[src/rtl/prml_encoder_if.sv]
// Handshake and channel-side signal bundle for the PRML transmit encoder.
interface prml_encoder_if #(
  parameter int LEN_W = 8
);
  logic             start;
  logic [LEN_W-1:0] frame_len;
  logic             data_in;
  logic             data_valid;
  logic             data_ready;
  logic             out;
  logic             out_valid;
  logic             busy;
  logic             done;
  logic             underrun;

  modport master (
    output start, frame_len, data_in, data_valid,
    input  data_ready, out, out_valid, busy, done, underrun
  );

  modport slave (
    input  start, frame_len, data_in, data_valid,
    output data_ready, out, out_valid, busy, done, underrun
  );
endinterface

[src/rtl/prml_encoder.sv]
// PRML transmit encoder: a preamble followed by frame_len payload bits.
// Each bit becomes a channel pair (c1, c2), sent serially one bit per clock.
module prml_encoder #(
  parameter int PREAMBLE_PAIRS = 4,
  parameter int LEN_W          = 8
) (
  input logic           clock,
  input logic           reset,
  prml_encoder_if.slave bus
);
  localparam int PW = (PREAMBLE_PAIRS > 1) ? $clog2(PREAMBLE_PAIRS) : 1;

  typedef enum logic [1:0] {IDLE, PRE, DATA} state_t;

  state_t           r_state;
  logic             r_phase;
  logic             r_p1;
  logic             r_p2;
  logic [PW-1:0]    r_pre_idx;
  logic [LEN_W-1:0] r_rem;
  logic             r_out;
  logic             r_out_valid;
  logic             r_busy;
  logic             r_done;
  logic             r_underrun;
  logic             r_data_ready;

  logic             w_pre_last;
  logic             w_next_payload;
  logic             w_c2;
  logic             w_d;

  // Decode the next pair type and the second bit of the current pair.
  always_comb begin
    w_pre_last     = (r_pre_idx == PW'(PREAMBLE_PAIRS - 1));
    w_next_payload = (r_state == PRE) ? (w_pre_last && (r_rem != '0))
                                      : (r_rem != '0);
    w_c2           = r_p1 ? ~r_out : r_out;
    w_d            = bus.data_valid ? bus.data_in : 1'b0;
  end

  // Frame sequencer and serial pair encoder; every output is registered.
  always_ff @(posedge clock or posedge reset) begin
    if (reset) begin
      r_state      <= IDLE;
      r_phase      <= 1'b0;
      r_p1         <= 1'b0;
      r_p2         <= 1'b0;
      r_pre_idx    <= '0;
      r_rem        <= '0;
      r_out        <= 1'b0;
      r_out_valid  <= 1'b0;
      r_busy       <= 1'b0;
      r_done       <= 1'b0;
      r_underrun   <= 1'b0;
      r_data_ready <= 1'b0;
    end else begin
      r_done       <= 1'b0;
      r_data_ready <= 1'b0;
      case (r_state)
        IDLE: begin
          if (bus.start) begin
            r_rem       <= bus.frame_len;
            r_p1        <= 1'b0;
            r_p2        <= 1'b0;
            r_underrun  <= 1'b0;
            r_busy      <= 1'b1;
            // pair state is 00 and preamble bit 0 is 1, so c1 = 0 ^ 1
            r_out       <= 1'b1;
            r_out_valid <= 1'b1;
            r_phase     <= 1'b0;
            r_pre_idx   <= '0;
            r_state     <= PRE;
          end
        end
        PRE, DATA: begin
          if (!r_phase) begin
            r_out        <= w_c2;
            r_p1         <= r_out;
            r_p2         <= w_c2;
            r_phase      <= 1'b1;
            // ready is registered one cycle early so it lines up with the phase-1 cycle
            r_data_ready <= w_next_payload;
          end else if (r_data_ready) begin
            r_out   <= r_p2 ^ w_d;
            r_phase <= 1'b0;
            r_rem   <= r_rem - 1'b1;
            r_state <= DATA;
            if (!bus.data_valid) r_underrun <= 1'b1;
          end else if ((r_state == PRE) && !w_pre_last) begin
            // preamble data bit at index i is ~i[0]; next index gives r_pre_idx[0]
            r_pre_idx <= r_pre_idx + 1'b1;
            r_out     <= r_p2 ^ r_pre_idx[0];
            r_phase   <= 1'b0;
          end else begin
            r_out       <= 1'b0;
            r_out_valid <= 1'b0;
            r_busy      <= 1'b0;
            r_done      <= 1'b1;
            r_phase     <= 1'b0;
            r_state     <= IDLE;
          end
        end
        default: r_state <= IDLE;
      endcase
    end
  end

  assign bus.out        = r_out;
  assign bus.out_valid  = r_out_valid;
  assign bus.busy       = r_busy;
  assign bus.done       = r_done;
  assign bus.underrun   = r_underrun;
  assign bus.data_ready = r_data_ready;
endmodule

[src/flat_wrapper.sv]
// flat-port wrapper written by rule: the top's interface ports become plain ports
module prml_encoder_flat 
#(
  parameter int PREAMBLE_PAIRS = 4,
  parameter int LEN_W          = 8
)
  (clock, reset, bus_start, bus_frame_len, bus_data_in, bus_data_valid, bus_data_ready, bus_out, bus_out_valid, bus_busy, bus_done, bus_underrun);
  prml_encoder_if #(.LEN_W(LEN_W)) bus_i ();
  input logic clock;
  input logic reset;
  input wire logic [$bits(bus_i.start)-1:0] bus_start;
  input wire logic [$bits(bus_i.frame_len)-1:0] bus_frame_len;
  input wire logic [$bits(bus_i.data_in)-1:0] bus_data_in;
  input wire logic [$bits(bus_i.data_valid)-1:0] bus_data_valid;
  output wire logic [$bits(bus_i.data_ready)-1:0] bus_data_ready;
  output wire logic [$bits(bus_i.out)-1:0] bus_out;
  output wire logic [$bits(bus_i.out_valid)-1:0] bus_out_valid;
  output wire logic [$bits(bus_i.busy)-1:0] bus_busy;
  output wire logic [$bits(bus_i.done)-1:0] bus_done;
  output wire logic [$bits(bus_i.underrun)-1:0] bus_underrun;
  assign bus_i.start = bus_start;
  assign bus_i.frame_len = bus_frame_len;
  assign bus_i.data_in = bus_data_in;
  assign bus_i.data_valid = bus_data_valid;
  assign bus_data_ready = bus_i.data_ready;
  assign bus_out = bus_i.out;
  assign bus_out_valid = bus_i.out_valid;
  assign bus_busy = bus_i.busy;
  assign bus_done = bus_i.done;
  assign bus_underrun = bus_i.underrun;
  prml_encoder #(.PREAMBLE_PAIRS(PREAMBLE_PAIRS), .LEN_W(LEN_W)) u_core (.clock(clock), .reset(reset), .bus(bus_i));
endmodule
[config.mk]
export PLATFORM = sky130hd
export DESIGN_NAME = prml_encoder_flat
export DESIGN_NICKNAME = d
export VERILOG_FILES = /design/src/rtl/prml_encoder_if.sv /design/src/rtl/prml_encoder.sv /design/src/flat_wrapper.sv
export SDC_FILE = /design/constraint.sdc
export NUM_CORES = 1
export LEC_CHECK = 0
export CAP_MARGIN = 20
export CORE_MARGIN = 2
export CORE_UTILIZATION = 53
export DETAILED_ROUTE_END_ITERATION = 16
export PLACE_DENSITY = 0.76
export SLEW_MARGIN = 40
export SYNTH_ARGS = -nofsm -noshare
export SYNTH_HDL_FRONTEND = slang
export SYNTH_SLANG_ARGS = --single-unit
[constraint.sdc]
create_clock -name clock -period 2.36 [get_ports clock]
set_clock_uncertainty 0.1 [all_clocks]
set_input_delay 0.236 -clock clock [delete_from_list [all_inputs] [get_ports clock]]
set_output_delay 0.236 -clock clock [all_outputs]
set_load 0.1 [all_outputs]
==> impl_metrics.yaml <==
global_routing:
  grt_pass1_vias: 1017
  grt_max_degree: 25
  antenna_found_initial: 0
  grt.overflow.total: 0
  grt_usage_pct: 21.7
  grt_pass1_wl_mm: 4.55
timing:
  fin_crit_sh_pct: 82.1
  finalSetupTns_ps: 0
  hold_viol_final: 0
  worst_hold_slack_ps: 133
  relSlewSlack_pct: 68.3
  setup_viol: 0
  period_needed_ps: 1940
  tightestPinTransition_ps: 474
  maxSlewViolCount: 0
  rsz0062_at_grt: "false"
  fmax_mhz: 516
  layout_setup_ws_ps: 422
cts:
  cts_sinks: 20
  clk_pin_slew_worst_paths_ps: 120
  ctsHoldBuffers: 0
  cts_tree: "yes"
  clockBufferDepth: 2
  cts_root_buf: "clkbuf_4"
  postCtsResizedCells: 0
  cts_inserted_buffers: 3
  post_cts_buffers: 0
  cts.htree.levels: 1
  insertion_delay_ps: 300
synthesis:
  ys_seq_area_share_pct: 37.6
  async_flop_share_pct: 100
  synthFlopType: "dfrtp_1"
  synth_area_sq_um: 1330
  synth-seq-cells: 20
  synth_top_family_by_area: "compound AO/OA/AOI/OAI gates"
  yosysUniqueCellTypes: 40
  ys_warn_count: 0
  synth_mux_area_share_pct: 3.85
  synth_edf_count: 0
  synth_xor_area_share_pct: 0.657
  synth_compound_area_share_pct: 24.9
  syn_area_per_cell_sq_um: 9.52
  synthCells: 140
  synth.net_count: 160
  synthAdderAreaFrac_pct: 6.57
  synthSimpleGateAreaFrac_pct: 20.5
setup_path:
  worst_path_most_repeated_cell: "mux2i_1"
  crit_required_ps: 2460
  crit_chain: "inv_1 > ha_1 > buf_12 > mux2i_1 > a21o_1 > a21oi_1 > mux2i_1"
  cp-start-kind: "flip-flop"
  worstSetupPathType: "reg -> reg"
  crit_fanout: 24
  crit_path_end_kind: "flip-flop"
  crit_slowest_cell: "ha_1"
  critical_path_arrival_ps: 2030
  max_stage_delay_ps: 470
final_layout:
  syn2layout_area_growth_pct: 18.0
  num_antenna_cells: 0
  drive_gt1_share_pct: 16.6
  final_nets: 178
die:
  die_h_um: 54.1
  io_pins: 19
  start_util_pct: 54.8
  die_w_um: 54.1
  placementRows: 18
  core-area_sq_um: 2430
  die-area_sq_um: 2930
hold_path:
  hold_path_class: "in -> async"
detailed_routing:
  detail_route.wirelength_mm: 2.77
  vias: 1096
  routedWlPerCell_um: 14.8
  drtPass1Iterations: 4
  initialDrtViolationCount: 29
  drc: 0
  vias_per_cell: 5.86
  ant_nets: 0
placed_design:
  place_hpwl_mm: 2.05
  portBuffers: 18
  dp_slack_ps: 436
  gp_congestion: 0.791
job:
  drv_cap: 0
run_status:
  status: "finished clean"
layout by cell type (no fill, tap or decap), types with 2 or more instances in the layout:
master and count:
a21oi_1 8, mux2i_1 4, a2bb2oi_1 4, o21ai_0 7, o2bb2ai_1 2, a21oi_2 4
ha_1 7, nor2_1 4, o32ai_1 3, buf_4 7, a21o_1 2, o21ai_1 5
nand2b_1 7, clkbuf_4 3, nand2_1 12, clkdlybuf4s50_1 12, dfrtp_1 20, a22o_1 2
nand4_1 3, nor4bb_1 2, nand3_1 7, nor3_1 2, inv_1 9
metal layers:
layer | GRT usage, % | part of all wire (%) | vias up
met5 | 0 | 0 | -
met4 | 9.17 | 0.83 | 0
met3 | 2.50 | 4.7 | 4
met2 | 37.3 | 49 | 38
met1 | 27.4 | 45 | 505
li1 | - | - | 549
worst max-delay path, delay by kind of cell (launching register included):
kind | cells | cell delay [ps]
multiplexers | 2 | 210
buffers and inverters | 2 | 300
AO/OA/AOI/OAI | 2 | 330
flip-flops | 1 | 410
adder cells (fa/ha/maj) | 1 | 470
Yosys cell counts, drive strengths merged, types with 2 or more instances:
library cell	number	area, sq um
dfrtp	20	500
nand2	13	56.3
a21oi	12	75.1
o21ai	12	60.1
inv	10	37.5
buf	7	42.5
ha	7	87.6
nand2b	7	43.8
nand3	7	35.0
a2bb2oi	5	50.0
mux2i	4	40.0
nor2	4	15.0
nand4	3	18.8
nor3	3	20.0
o32ai	3	26.3
a21o	2	15.0
a22o	2	17.5
nor2b	2	20.0
nor4	2	18.8
nor4bb	2	20.0
o2bb2ai	2	17.5
through the flow:
stage	cell area [sq um]	util (%)	cells
global placement	1520	62.5	183
detailed placement	1520	62.5	183
finish	1570	64.7	187
floorplan	1330	-	140
CTS	1570	64.7	187
global route	1570	64.7	187
state kept, by name, indices dropped and copies added, names as in the netlist:
signal / flops
u_core.bus.data_ready: 1
u_core.bus.done: 1
u_core.bus.out: 1
u_core.bus.out_valid: 1
u_core.bus.underrun: 1
u_core.r_p1: 1
u_core.r_p2: 1
u_core.r_phase: 1
u_core.r_pre_idx: 2
u_core.r_rem: 8
u_core.r_state: 2
cells by family (layout without fill, tap and decap cells):
kind of cell	Yosys count	count (layout)
flops	20	20
mux	5	5
compound gates	44	44
fa+ha+maj	7	7
buf+inv	17	34
xor+xnor	1	1
simple gates	46	46
worst paths after layout:
kind                                                    start  depth (start not counted)  slack (ps)                              end
worst min register to register    u_core.r_rem[0]$_DFFE_PP0P_                          2         460      u_core.r_rem[0]$_DFFE_PP0P_
worst max register to register  u_core.r_state[1]$_DFFE_PP0P_                          7         420  u_core.r_pre_idx[0]$_DFFE_PP0P_
max in group asynchronous                               reset                          2        1730      u_core.r_rem[1]$_DFFE_PP0P_
min in group clock                           bus_frame_len[6]                          3         430      u_core.r_rem[6]$_DFFE_PP0P_
worst min-delay path                                    reset                          2         130  u_core.r_pre_idx[0]$_DFFE_PP0P_
worst max-delay path            u_core.r_state[1]$_DFFE_PP0P_                          7         420  u_core.r_pre_idx[0]$_DFFE_PP0P_
layout make-up:
type / instances / area (sq um)
inverter: 10 / 37.5
clock inverter: 1 / 30.0
multi-input combinational: 103 / 752
sequential: 20 / 500
fill: 203 / 860
tap: 30 / 37.5
timing repair buffer: 20 / 193
clock buffer: 3 / 22.5
Power is left out: the tool's default activity adds up to more than one toggle a clock period on the data nets, which glitch-free logic cannot reach.
